[src/rtl/seg7_scan_ctrl.sv]
// Time-multiplexed 7-segment scan controller with frame-synchronous double buffering.
// Define LZ_BLANK_EN to suppress leading-zero digits.
module seg7_scan_ctrl #(
  parameter int NUM_DIGITS   = 4,
  parameter int SCAN_DIV     = 10000,
  parameter int BLANK_CYCLES = 16,
  parameter int CNT_W        = 16
) (
  input  logic                    clk,
  input  logic                    rst_n,
  input  logic                    ena,
  input  logic                    load,
  input  logic [4*NUM_DIGITS-1:0] value_in,
  input  logic [NUM_DIGITS-1:0]   dp_in,
  output logic [6:0]              segments,
  output logic                    dp,
  output logic [NUM_DIGITS-1:0]   digit_en,
  output logic                    frame_tick,
  output logic                    update_pending
);

  localparam int IDX_W = (NUM_DIGITS > 1) ? $clog2(NUM_DIGITS) : 1;
  localparam int VAL_W = 4 * NUM_DIGITS;

  typedef enum logic {
    BLANK,
    SHOW
  } state_t;

  state_t                state, state_nx;
  logic [CNT_W-1:0]      cnt, cnt_nx;
  logic [IDX_W-1:0]      idx, idx_nx;
  logic                  slot_end;
  logic                  wrap_nx;
  logic                  show_nx;
  logic [3:0]            nib_nx;
  logic                  dp_nx;
  logic [6:0]            seg_nx;
  logic [VAL_W-1:0]      active_val, pend_val;
  logic [NUM_DIGITS-1:0] active_dp, pend_dp;
  logic [NUM_DIGITS-1:0] lit;

  // The registers hold the current scan position; outputs are registered from
  // the position being entered so they line up with state in the same cycle.
  always_comb begin
    slot_end = (cnt == CNT_W'(SCAN_DIV - 1));
    wrap_nx  = slot_end && (idx == IDX_W'(NUM_DIGITS - 1));
    cnt_nx   = cnt + 1'b1;
    idx_nx   = idx;
    state_nx = state;
    if (slot_end) begin
      cnt_nx   = '0;
      state_nx = BLANK;
      idx_nx   = wrap_nx ? '0 : idx + 1'b1;
    end else if (cnt == CNT_W'(BLANK_CYCLES - 1)) begin
      state_nx = SHOW;
    end
  end

`ifdef LZ_BLANK_EN
  logic lz_seen;
  always_comb begin
    lz_seen = 1'b0;
    lit     = '0;
    for (int unsigned i = 0; i < NUM_DIGITS; i++) begin
      lz_seen = lz_seen | (|active_val[4*(NUM_DIGITS-1-i) +: 4]);
      lit[NUM_DIGITS-1-i] = lz_seen;
    end
    lit[0] = 1'b1;
  end
`else
  always_comb lit = '1;
`endif

  always_comb begin
    nib_nx  = active_val[{idx_nx, 2'b00} +: 4];
    dp_nx   = active_dp[idx_nx];
    show_nx = (state_nx == SHOW) && lit[idx_nx];
    unique case (nib_nx)
      4'h0: seg_nx = 7'h3F;
      4'h1: seg_nx = 7'h06;
      4'h2: seg_nx = 7'h5B;
      4'h3: seg_nx = 7'h4F;
      4'h4: seg_nx = 7'h66;
      4'h5: seg_nx = 7'h6D;
      4'h6: seg_nx = 7'h7D;
      4'h7: seg_nx = 7'h07;
      4'h8: seg_nx = 7'h7F;
      4'h9: seg_nx = 7'h6F;
      4'hA: seg_nx = 7'h77;
      4'hB: seg_nx = 7'h7C;
      4'hC: seg_nx = 7'h39;
      4'hD: seg_nx = 7'h5E;
      4'hE: seg_nx = 7'h79;
      default: seg_nx = 7'h71;
    endcase
  end

  always_ff @(posedge clk or negedge rst_n) begin
    if (!rst_n) begin
      state          <= BLANK;
      cnt            <= '0;
      idx            <= '0;
      segments       <= '0;
      dp             <= 1'b0;
      digit_en       <= '0;
      frame_tick     <= 1'b0;
      update_pending <= 1'b0;
      active_val     <= '0;
      active_dp      <= '0;
      pend_val       <= '0;
      pend_dp        <= '0;
    end else begin
      if (ena) begin
        state      <= state_nx;
        cnt        <= cnt_nx;
        idx        <= idx_nx;
        frame_tick <= wrap_nx;
        digit_en   <= show_nx ? (NUM_DIGITS'(1) << idx_nx) : '0;
        segments   <= show_nx ? seg_nx : '0;
        dp         <= show_nx && dp_nx;
      end else begin
        frame_tick <= 1'b0;
        digit_en   <= '0;
        segments   <= '0;
        dp         <= 1'b0;
      end

      // The swap happens while frame_tick is high: digit 0 is still blanking,
      // so a load in that same cycle can go straight to the active buffer.
      if (load && frame_tick) begin
        active_val     <= value_in;
        active_dp      <= dp_in;
        update_pending <= 1'b0;
      end else begin
        if (frame_tick && update_pending) begin
          active_val     <= pend_val;
          active_dp      <= pend_dp;
          update_pending <= 1'b0;
        end
        if (load) begin
          pend_val       <= value_in;
          pend_dp        <= dp_in;
          update_pending <= 1'b1;
        end
      end
    end
  end

endmodule

[config.mk]
export PLATFORM = sky130hd
export DESIGN_NAME = seg7_scan_ctrl
export DESIGN_NICKNAME = d
export VERILOG_FILES = /design/src/rtl/seg7_scan_ctrl.sv
export SDC_FILE = /design/constraint.sdc
export NUM_CORES = 1
export LEC_CHECK = 0
export BUFFER_PORTS_ARGS = -buffer_cell sky130_fd_sc_hd__buf_2
export CAP_MARGIN = 20
export CORE_MARGIN = 2
export CORE_UTILIZATION = 40
export DETAILED_ROUTE_END_ITERATION = 10
export PLACE_DENSITY_LB_ADDON = 0.25
export SYNTH_ARGS = -nofsm -noshare
export SYNTH_HDL_FRONTEND = slang
export SYNTH_SLANG_ARGS = --single-unit
[constraint.sdc]
create_clock -name clk -period 3.2 [get_ports clk]
set_input_delay 0.64 -clock clk [delete_from_list [all_inputs] [get_ports clk]]
set_output_delay 0.64 -clock clk [all_outputs]
set_load 0.01 [all_outputs]
==> out/qor.csv, run 1 <==
stage,metric,value,unit
run_status,status,"finished, final reports clean",
cts,clock_latency,0.35,ns
routing,wl_per_cell,14.7,um
routing,drt_wl_total,7.17,mm
logic_synthesis,synth-seq-cells,73,
power,ir_worst_vdd,0.000279,V
cts,htreeDepth,3,
cts,cts_root_buf,clkbuf_8,
timing,setup_tns,0,ns
flow_run,maxCapViolations,0,
layout,fin_cells,486,
logic_synthesis,synth_cell_types,44,
layout,mostFrequentLayoutCells,"dfrtp_1 (73), nand2_1 (57), buf_2 (37), mux2_2 (24), a22o_1 (23)",
routing,drtIter0Drc,80,
routing,vias_per_cell,5.13,
power,p_switching,0.483,mW
global_route,grt_first_pass_wirelength,12.2,mm
critical_path,worst_setup_path_end_kind,flop,
layout,final_area,0.00428,sq mm
critical_path,slowest_delay,0.55,ns
cts,cts_buffer_depth,2,
floorplanning,die_w,98.9,um
timing,setup_slack,0.155,ns
power,combPwrFrac,9.9,%
placed_design,dpl_cell_area,0.00396,sq mm
power,sw_frac_of_total,22.7,%
layout,area_growth,18.8,%
hold_path,hp-class,input pin to asynchronous set/reset pin,
timing,worst_slew_pin_slew,0.953,ns
layout,antenna_cells,0,
logic_synthesis,yosysWarnings,0,
floorplanning,core_area,0.00872,sq mm
logic_synthesis,synth_nets,355,
layout,drive_above_1_share,29.9,%
cts,cts.reportedPaths.clkPinSlew,0.08,ns
global_route,gr-usage-all-layers,15.9,%
power,power,2.13,mW
routing,vias,2494,
critical_path,crit_type,flop to flop,
timing,rsz0062_at_grt,no,
power,clkPwrFrac,42.2,%
power,power.share.sequential,47.9,%
logic_synthesis,synthTopCellsByArea,"dfrtp_1 (51%), mux2_2 (8.1%), nand2_1 (5.9%)",
timing,fmax,0.328,GHz
placed_design,placed_cells_incl_taps,466,
power,p_leak,2.09,nW
floorplanning,fp.dieArea,0.00978,sq mm
logic_synthesis,seq_area_frac_synth,50.7,%
logic_synthesis,yosysTopAreaCell,dfrtp_1,
global_route,overflow,0,
layout,finalNetCount,405,
placed_design,routabilityCongestion,0.783,
critical_path,cp-start-kind,flop,
timing,post-route-period-util,95.1,%
cts,cts_made_buffers,9,
timing,hold_viol,0,
routing,drc,0,
timing,setup_viol,0,
critical_path,crit_required,3.44,ns
power,p_int,1.65,mW
floorplanning,die-height,98.9,um
global_route,grt_pass1_vias,2446,
routing,ant_nets,0,
placed_design,dp_slack,-0.0417,ns
global_route,antenna_found_initial,0,
floorplanning,rows,34,
critical_path,crit_path_top_delay_cell,or4_4,
timing,finalCriticalPeriod,3.04,ns
floorplanning,io_pins,38,
timing,relSlewSlack,36.2,%
timing,slew_violations,0,
placed_design,dp_hpwl,5.12,mm
global_route,grt_max_degree,34,
routing,firstDrtPassIters,4,
layout,mostFrequentLayoutCell,dfrtp_1,
logic_synthesis,avgSynthCellArea,11.2,sq um
power,power.density,497,mW/mm^2
timing,worst_clock_skew,0.0129,ns
floorplanning,start_util,41.3,%
critical_path,arrival,3.28,ns
logic_synthesis,syn_area,0.00360,sq mm
logic_synthesis,synthCells,323,
logic_synthesis,yosysTopAreaCellShare,50.7,%
critical_path,crit_chain,"or4_4, nor4_4, buf_4, mux2i_4, buf_6, a21oi_2, a22oi_4, mux2_2, a221oi_2",
placed_design,port-buffer-count,37,
cts,cts_tree,built,
cts,cts_sinks,73,
critical_path,path_max_fanout,7,
synth_stat cells:
master,n
dfrtp_1,73
nand2_1,57
mux2_2,26
a22o_1,23
nand3b_1,18
nor2_1,18
clkbuf_1,11
mux2i_1,10
ha_1,8
xor2_1,8
inv_1,6
xnor2_1,6
nand4_1,5
a21oi_1,4
nor3_1,4
and3_1,3
buf_1,3
nor4_1,3
o21ai_0,3
o31ai_1,3
a21oi_2,2
a221oi_1,2
a22oi_4,2
and3_2,2
nor2b_1,2
or3b_2,2
or4_1,2
a211o_1,1
a21o_1,1
a22o_2,1
a311oi_1,1
a32o_1,1
and2_1,1
buf_12,1
buf_6,1
mux2_4,1
mux2i_2,1
nand3_1,1
nand4bb_1,1
nor4_4,1
o211ai_1,1
o2bb2ai_1,1
or3_1,1
or4_4,1
area by class of cell:
| type | instances | area, sq um |
|---|---|---|
| fill | 786 | 4440 |
| sequential | 73 | 1830 |
| multi-input combinational | 228 | 1700 |
| timing repair buffer | 55 | 337 |
| clock buffer | 12 | 155 |
| tap | 108 | 135 |
| clock inverter | 4 | 98.8 |
| inverter | 6 | 22.5 |
worst paths after layout:
check                               startpoint                      to  slack, ns  cells after the start
max reg2reg                 cnt[5]$_DFFE_PN0P_   segments[6]$_DFF_PN0_       0.16                      9
min                                      rst_n   segments[1]$_DFF_PN0_       0.36                      1
min in group clk           cnt[15]$_DFFE_PN0P_     cnt[15]$_DFFE_PN0P_       0.47                      1
max in group asynchronous                rst_n  pend_dp[3]$_DFFE_PN0P_       2.18                      2
min reg2reg                cnt[15]$_DFFE_PN0P_     cnt[15]$_DFFE_PN0P_       0.47                      1
max                         cnt[5]$_DFFE_PN0P_   segments[6]$_DFF_PN0_       0.16                      9
power by group through the flow:
stage	Combinational [mW]	Clock, mW	Sequential, mW
floorplan	0.140	0	1.03
global placement	0.208	0	1.03
detailed placement	0.213	0	1.04
CTS	0.216	0.919	1.02
global route	0.242	0.967	1.03
finish	0.211	0.899	1.02
sequential cells by signal, indices dropped and copies added, names as in the netlist:
signal	cells
segments	7
idx	2
state	1
active_val	16
pend_dp	4
pend_val	16
frame_tick	1
digit_en	4
update_pending	1
active_dp	4
dp	1
cnt	16
kinds of logic (layout without fill, tap and decap cells):
family / count (synthesis) / after routing / synth area share (%)
compound gates: 46 / 46 / 11.0
xor+xnor: 14 / 14 / 3.40
fa+ha+maj: 8 / 8 / 2.78
buf+inv: 22 / 77 / 2.95
flops: 73 / 73 / 50.7
mux: 38 / 38 / 11.7
simple gates: 122 / 122 / 17.4
through the flow:
stage | utilization, % | hold WS [ns]
after floorplan | - | 0.344
after global placement | 45.4 | 0.460
after detailed placement | 45.4 | 0.467
after CTS | 48.5 | 0.385
after global routing | 49.1 | 0.415
final | 49.1 | 0.360
timing repair:
item	in CTS	in global routing
buffers inserted	1	3
endpoints found under the setup margin	1	3
cloned	0	0
pin swaps	1	1
hold buffers	0	0
gates resized for setup	2	6
routing by layer:
metal | GRT usage, % | up-vias | wire length [um]
met5 | 0 | - | 0
met3 | 5.46 | 8 | 273
met4 | 4.11 | 0 | 80
met2 | 23.6 | 35 | 3260
met1 | 22.2 | 1198 | 3550
li1 | - | 1253 | -
worst max-delay path: cells and delay by family, from the launching register on:
kind,cells,cell delay [ns]
buf+inv,2,0.39
compound gates,3,0.56
flops,1,0.40
mux,2,0.70
simple gates,2,0.87
No activity file was read; power rests on OpenSTA's default activity.
==> run 2, diff against run 1 <==
--- a/config.mk
+++ b/config.mk
@@ -13,2 +13,3 @@
 export PLACE_DENSITY_LB_ADDON = 0.25
+export RECOVER_POWER = 25
 export SYNTH_ARGS = -nofsm -noshare
==> constraint.sdc (replaced) <==
create_clock -name clk -period 3.2 [get_ports clk]
set_input_delay 0.48 -clock clk [delete_from_list [all_inputs] [get_ports clk]]
set_output_delay 0.48 -clock clk [all_outputs]
set_load 0.01 [all_outputs]
==> out/qor.csv, run 2 (same netlist as run 1, synthesis figures left out) <==
stage,metric,value,unit,change
power,p_leak,2.05,nW,-1.6%
cts,clock_latency,0.34,ns,about the same
run_status,violations,"capacitance limit, slew limit",,
layout,top_regs,"active_val (16), cnt (16), pend_val (16)",,
timing,holdWs,0.381,ns,+0.0218 ns
global_route,grt_first_pass_wirelength,11.7,mm,-3.8%
timing,finalCriticalPeriod,3.02,ns,-0.0266 ns
timing,fmax,0.331,GHz,+0.88%
routing,drtIter0Drc,105,,+31%
global_route,overflow,0,,unchanged
routing,drt_wl_total,7.03,mm,-2.0%
layout,fin_util,48.1,%,-0.96 points
layout,mostFrequentLayoutCells,"dfrtp_1 (73), nand2_1 (57), buf_2 (37), mux2_2 (24), a22o_1 (23)",,
hold_path,hp-class,input pin to flop,,
floorplanning,die-height,98.9,um,unchanged
routing,wl_per_cell,14.5,um,-1.6%
hold_path,holdPathStages,2,,
placed_design,port-buffer-count,37,,unchanged
floorplanning,fp.dieArea,0.00978,sq mm,unchanged
layout,drive_above_1_share,29.0,%,-0.90 points
critical_path,worst_setup_path_end_kind,flop,,
power,power.density,481,mW/mm^2,-3.2%
global_route,grt_pass1_vias,2420,,-1.1%
timing,rsz0062_at_grt,no,,
critical_path,crit_type,flop to flop,,
cts,cts.reportedPaths.clkPinSlew,0.08,ns,about the same
floorplanning,io_pins,38,,unchanged
floorplanning,die_w,98.9,um,unchanged
timing,setup_slack,0.182,ns,+0.0266 ns
power,power,2.02,mW,-5.1%
layout,antenna_cells,0,,unchanged
routing,drc,0,,unchanged
timing,slew_violations,74,,+74
timing,post-route-period-util,94.3,%,-0.83 points
routing,firstDrtPassIters,4,,unchanged
cts,postCtsHoldBufs,0,,unchanged
timing,relSlewSlack,-17.6,%,-54 points
critical_path,arrival,3.25,ns,-0.03 ns
global_route,grt_max_degree,74,,+120%
floorplanning,rows,34,,unchanged
layout,area_growth,16.4,%,
routing,ant_nets,0,,unchanged
cts,htreeDepth,3,,unchanged
timing,setup_tns,0,ns,unchanged
critical_path,r2r_cells,9,,unchanged
routing,vias,2478,,-0.64%
cts,cts_root_buf,clkbuf_8,,
global_route,gr-usage-all-layers,15.1,%,-0.79 points
placed_design,routabilityCongestion,0.782,,-0.17%
cts,cts_buffer_depth,2,,unchanged
layout,mostFrequentLayoutCell,dfrtp_1,,
placed_design,dp_hpwl,4.90,mm,-4.2%
run_status,status,"complete, but fails checks",,
routing,vias_per_cell,5.12,,-0.23%
timing,worst_slew_pin_slew,1.76,ns,+0.812 ns
placed_design,dp_slack,0.0743,ns,+0.116 ns
floorplanning,start_util,41.3,%,unchanged
power,ir_worst_vdd,0.000258,V,-7.5%
floorplanning,core_area,0.00872,sq mm,unchanged
cts,cts_made_buffers,9,,unchanged
critical_path,cp-start-kind,flop,,
cts,cts_sinks,73,,unchanged
global_route,antenna_found_initial,0,,unchanged
layout,finalNetCount,403,,-0.49%
critical_path,path_max_fanout,7,,unchanged
timing,hold_viol,0,,unchanged
critical_path,rrSetupSlack,0.18,ns,+0.03 ns
flow_run,maxCapViolations,1,,+1
timing,worst_clock_skew,0.00723,ns,-0.00567 ns
timing,setup_viol,0,,unchanged
cts,cts_tree,built,,
critical_path,crit_required,3.43,ns,about the same
==> run 2: changes by cell type in the layout (fill, tap and decap cells not counted), sizes merged <==
cell,before,now
buf,55,52
bufinv,3,2
clkinv,1,3
==> run 2: layout make-up <==
| class | instances | area, sq um |
|---|---|---|
| Timing Repair Buffer | 53 | 303 |
| Fill cell | 824 | 4530 |
| Multi-Input combinational cell | 228 | 1690 |
| Tap cell | 108 | 135 |
| Inverter | 6 | 22.5 |
| Clock inverter | 5 | 78.8 |
| Sequential cell | 73 | 1830 |
| Clock buffer | 11 | 141 |
==> run 2: final timing paths <==
kind                                startpoint                  endpoint
hold reg to reg            cnt[15]$_DFFE_PN0P_       cnt[15]$_DFFE_PN0P_
min in group asynchronous                rst_n     segments[1]$_DFF_PN0_
setup / recovery            cnt[6]$_DFFE_PN0P_     segments[6]$_DFF_PN0_
hold / removal                    value_in[11]  pend_val[11]$_DFFE_PN0P_
setup reg to reg            cnt[6]$_DFFE_PN0P_     segments[6]$_DFF_PN0_
max in group asynchronous                rst_n   pend_val[2]$_DFFE_PN0P_
==> run 2: per-layer routing <==
| metal | share of wire (%) | vias up | track usage, % | routed length [um] |
|---|---|---|---|---|
| met4 | 0.84 | 0 | 3.48 | 59 |
| li1 | - | 1243 | - | - |
| met5 | 0 | - | 0 | 0 |
| met3 | 3.7 | 5 | 4.96 | 262 |
| met1 | 50 | 1187 | 20.8 | 3500 |
| met2 | 46 | 43 | 23.1 | 3210 |
==> run 2: what timing repair did <==
item                                    4_1_cts  5_1_grt
buffers inserted                              0        4
endpoints found under the setup margin        0        3
resized for setup                             0        5
==> run 2: worst max-delay path: stages, from the launching register on <==
cell and delay, ns:
dfrtp_1 0.42, or3b_4 0.44, nor4_4 0.40, mux2_4 0.40, mux2i_2 0.21, mux2_4 0.23
inv_1 0.08, ha_1 0.23, mux2_2 0.27, a221oi_1 0.23
==> run 2: per-stage QoR <==
step,instances,instance area (sq um)
2_1_floorplan,323,3600
3_3_place_gp,464,3930
3_5_place_dp,464,3930
4_1_cts,480,4150
5_1_grt,484,4190
6_report,484,4190
==> run 2: report_power, final <==
group          switching (mW)  internal (mW)
registers              0.0425          0.978
clock network           0.331          0.459
logic                   0.102          0.105
==> run 3, diff against run 2 <==
- ABC_AREA: not set -> 1
==> out/qor.csv, run 3 <==
stage,metric,value,unit,change
cts,cts_buffer_depth,2,,unchanged
floorplanning,core_area,0.00876,sq mm,+0.49%
timing,setup_tns,0,ns,unchanged
power,p_leak,2.02,nW,-1.8%
global_route,antenna_found_initial,0,,unchanged
logic_synthesis,yosysTopAreaCell,dfrtp_1,,
timing,slew_violations,34,,-54%
logic_synthesis,syn_area,0.00364,sq mm,+1.1%
logic_synthesis,synth_nets,439,,+24%
logic_synthesis,yosysWarnings,0,,unchanged
timing,relSlewSlack,-16.2,%,+1.4 points
routing,drt_wl_total,7.48,mm,+6.4%
critical_path,crit_type,flop to flop,,
critical_path,rrSetupSlack,0.77,ns,+0.59 ns
floorplanning,die-height,99.4,um,+0.54%
timing,fmax,0.412,GHz,+24%
floorplanning,rows,34,,unchanged
critical_path,crit_path_top_delay_cell,dfrtp_1,,
critical_path,crit_chain,"ha_1, nor2_1, nand3_4, nand2_4, nand2_1, nand2_1, nand2_1, nand2_1, inv_1, ha_1, inv_1, nand2_1, nand3_1, nand2_1, nor2_1",,
cts,cts_setup_buffers,0,,unchanged
critical_path,cp-endpoint,segments[3]$_DFF_PN0_,,
layout,area_growth,13.2,%,
cts,cts_resized,0,,unchanged
global_route,grt_pass1_vias,2749,,+14%
critical_path,path_common_cell,nand2_1,,
layout,n_fill_cell,870,,+5.6%
logic_synthesis,synth-main-ff-cell,dfrtp_1,,
timing,finalCriticalPeriod,2.43,ns,-0.592 ns
cts,postCtsHoldBufs,0,,unchanged
layout,finalNetCount,478,,+19%
logic_synthesis,synthTopCellsByArea,"dfrtp_1 (50%), nand2_1 (6.8%), o21ai_0 (5.5%)",,
logic_synthesis,avgSynthCellArea,8.95,sq um,-20%
placed_design,port-buffer-count,37,,unchanged
routing,firstDrtPassIters,4,,unchanged
logic_synthesis,yosysMostFrequentCell,dfrtp_1,,
cts,clock_latency,0.35,ns,about the same
layout,mostFrequentLayoutCells,"dfrtp_1 (73), nand2_1 (66), inv_1 (42), o21ai_0 (40), buf_2 (36)",,
floorplanning,die_w,99.4,um,+0.54%
flow_run,maxCapViolations,1,,unchanged
timing,post-route-period-util,75.8,%,-18 points
global_route,gr-usage-all-layers,16.4,%,+1.3 points
floorplanning,start_util,41.6,%,+0.26 points
floorplanning,io_pins,38,,unchanged
timing,hold_viol,0,,unchanged
routing,vias,2788,,+13%
cts,cts_sinks,73,,unchanged
timing,setup_viol,0,,unchanged
layout,drive_above_1_share,20.8,%,-8.1 points
critical_path,worst_setup_path_end_kind,flop,,
logic_synthesis,ys_async_sr_fraction,100,%,unchanged
layout,multi_input_area,0.00159,sq mm,-5.6%
run_status,status,"complete, but fails checks",,
routing,ant_nets,0,,unchanged
routing,wl_per_cell,13.4,um,-7.9%
logic_synthesis,synth_commonest_cells,"dfrtp_1 (73), nand2_1 (66), inv_1 (42)",,
cts,cts_tree,built,,
logic_synthesis,synth_edf_count,0,,unchanged
critical_path,r2r-start,idx[0]$_DFFE_PN0P_,,
logic_synthesis,synthCells,407,,+26%
placed_design,routabilityCongestion,0.799,,+2.2%
floorplanning,fp.dieArea,0.00989,sq mm,+1.1%
critical_path,arrival,2.71,ns,-0.54 ns
routing,drtIter0Drc,162,,+54%
routing,drc,0,,unchanged
critical_path,cp-start-kind,flop,,
routing,vias_per_cell,4.99,,-2.6%
placed_design,dp_hpwl,5.40,mm,+10%
global_route,grt_max_degree,42,,-43%
critical_path,slowest_delay,0.44,ns,about the same
power,ir_worst_vdd,0.000265,V,+2.9%
run_status,violations,"capacitance limit, slew limit",,
hold_path,hp-class,input pin to flop,,
cts,cts_made_buffers,9,,unchanged
logic_synthesis,synth_cell_types,35,,-20%
logic_synthesis,synth-seq-cells,73,,unchanged
critical_path,r2r-end,segments[3]$_DFF_PN0_,,
cts,cts_root_buf,clkbuf_8,,
timing,rsz0062_at_grt,no,,
layout,fin_cells,559,,+15%
global_route,grt_first_pass_wirelength,12.9,mm,+10%
critical_path,r2r_cells,15,,+6
layout,mostFrequentLayoutCell,dfrtp_1,,
logic_synthesis,seq_area_frac_synth,50.2,%,-0.56 points
timing,worst_clock_skew,0.00880,ns,+0.00157 ns
placed_design,placed_cells_incl_taps,543,,+17%
layout,antenna_cells,0,,unchanged
critical_path,path_max_fanout,15,,+8
cts,cts.reportedPaths.clkPinSlew,0.08,ns,about the same
layout,top_regs,"active_val (16), cnt (16), pend_val (16)",,
global_route,overflow,0,,unchanged
critical_path,crit_start,idx[0]$_DFFE_PN0P_,,
layout,regArea,0.00183,sq mm,unchanged
power,power.density,529,mW/mm^2,+9.9%
cts,htreeDepth,3,,unchanged
timing,worst_slew_pin_slew,1.74,ns,-0.0216 ns
critical_path,crit_required,3.48,ns,+0.05 ns
logic_synthesis,yosysTopAreaCellShare,50.2,%,-0.56 points
==> run 3: cell count changes after synthesis, sizes merged, moves of 17 or more <==
cell    change
nand3      +30
a21oi      +29
nand2      +18
nand3b     -17
o21ai      +43
inv        +38
a22o       -24
==> run 3: layer usage <==
| layer | vias up | global-route usage [%] | routed length, um |
|---|---|---|---|
| li1 | 1433 | - | - |
| met4 | 0 | 3.48 | 70 |
| met3 | 8 | 5.20 | 334 |
| met5 | - | 0 | 0 |
| met2 | 58 | 26.1 | 3450 |
| met1 | 1289 | 22.1 | 3620 |
==> run 3: kinds of logic after synthesis <==
kind of cell / share of synthesized area [%]
flops: 50.2
compound gates: 13.5
fa+ha+maj: 2.75
xor+xnor: 0.722
mux: 5.26
buf+inv: 6.15
simple gates: 21.5
==> run 3: worst min-delay path by stage <==
stage                              from                  endpoint  slack (ns)  depth (start not counted)
finish                      value_in[5]   pend_val[5]$_DFFE_PN0P_        0.37                          2
global placement    cnt[15]$_DFFE_PN0P_       cnt[15]$_DFFE_PN0P_        0.46                          1
floorplan                         rst_n  active_dp[0]$_DFFE_PN0P_        0.18                          0
CTS                               rst_n        cnt[8]$_DFFE_PN0P_        0.23                          1
detailed placement  cnt[15]$_DFFE_PN0P_       cnt[15]$_DFFE_PN0P_        0.47                          1
global route                value_in[5]   pend_val[5]$_DFFE_PN0P_        0.35                          2
==> run 3: through the flow <==
stage	area (sq um)	utilization, %	setup WS, ns	power (mW)	hold WS, ns
2_1_floorplan	3640	-	0.995	1.38	0.184
3_3_place_gp	3950	45.1	0.932	1.48	0.464
3_5_place_dp	3950	45.1	0.824	1.49	0.465
4_1_cts	4140	47.3	0.798	2.21	0.234
5_1_grt	4120	47.1	0.285	2.33	0.346
6_report	4120	47.1	0.774	2.18	0.370
==> run 3: layout make-up <==
class	count	area share (%)
Clock buffer	10	3.09
Clock inverter	6	1.64
Inverter	44	4.07
Multi-Input combinational cell	277	38.6
Sequential cell	73	44.3
Tap cell	108	3.28
Timing Repair Buffer	41	5.04
==> run 3: report_power, final <==
part | internal [mW] | switching (mW) | leakage [nW]
clock network | 0.363 | 0.352 | 0.0929
logic | 0.143 | 0.221 | 1.01
registers | 1.03 | 0.0786 | 0.915
total | 1.53 | 0.652 | 2.02
==> run 3: worst max-delay path: cells and delay by family, from the launching register on <==
| family | cells | cell delay (ns) |
|---|---|---|
| buffers and inverters | 2 | 0.17 |
| adders and majority gates | 2 | 0.52 |
| and+or+nand+nor | 11 | 1.23 |
| DFF | 1 | 0.44 |
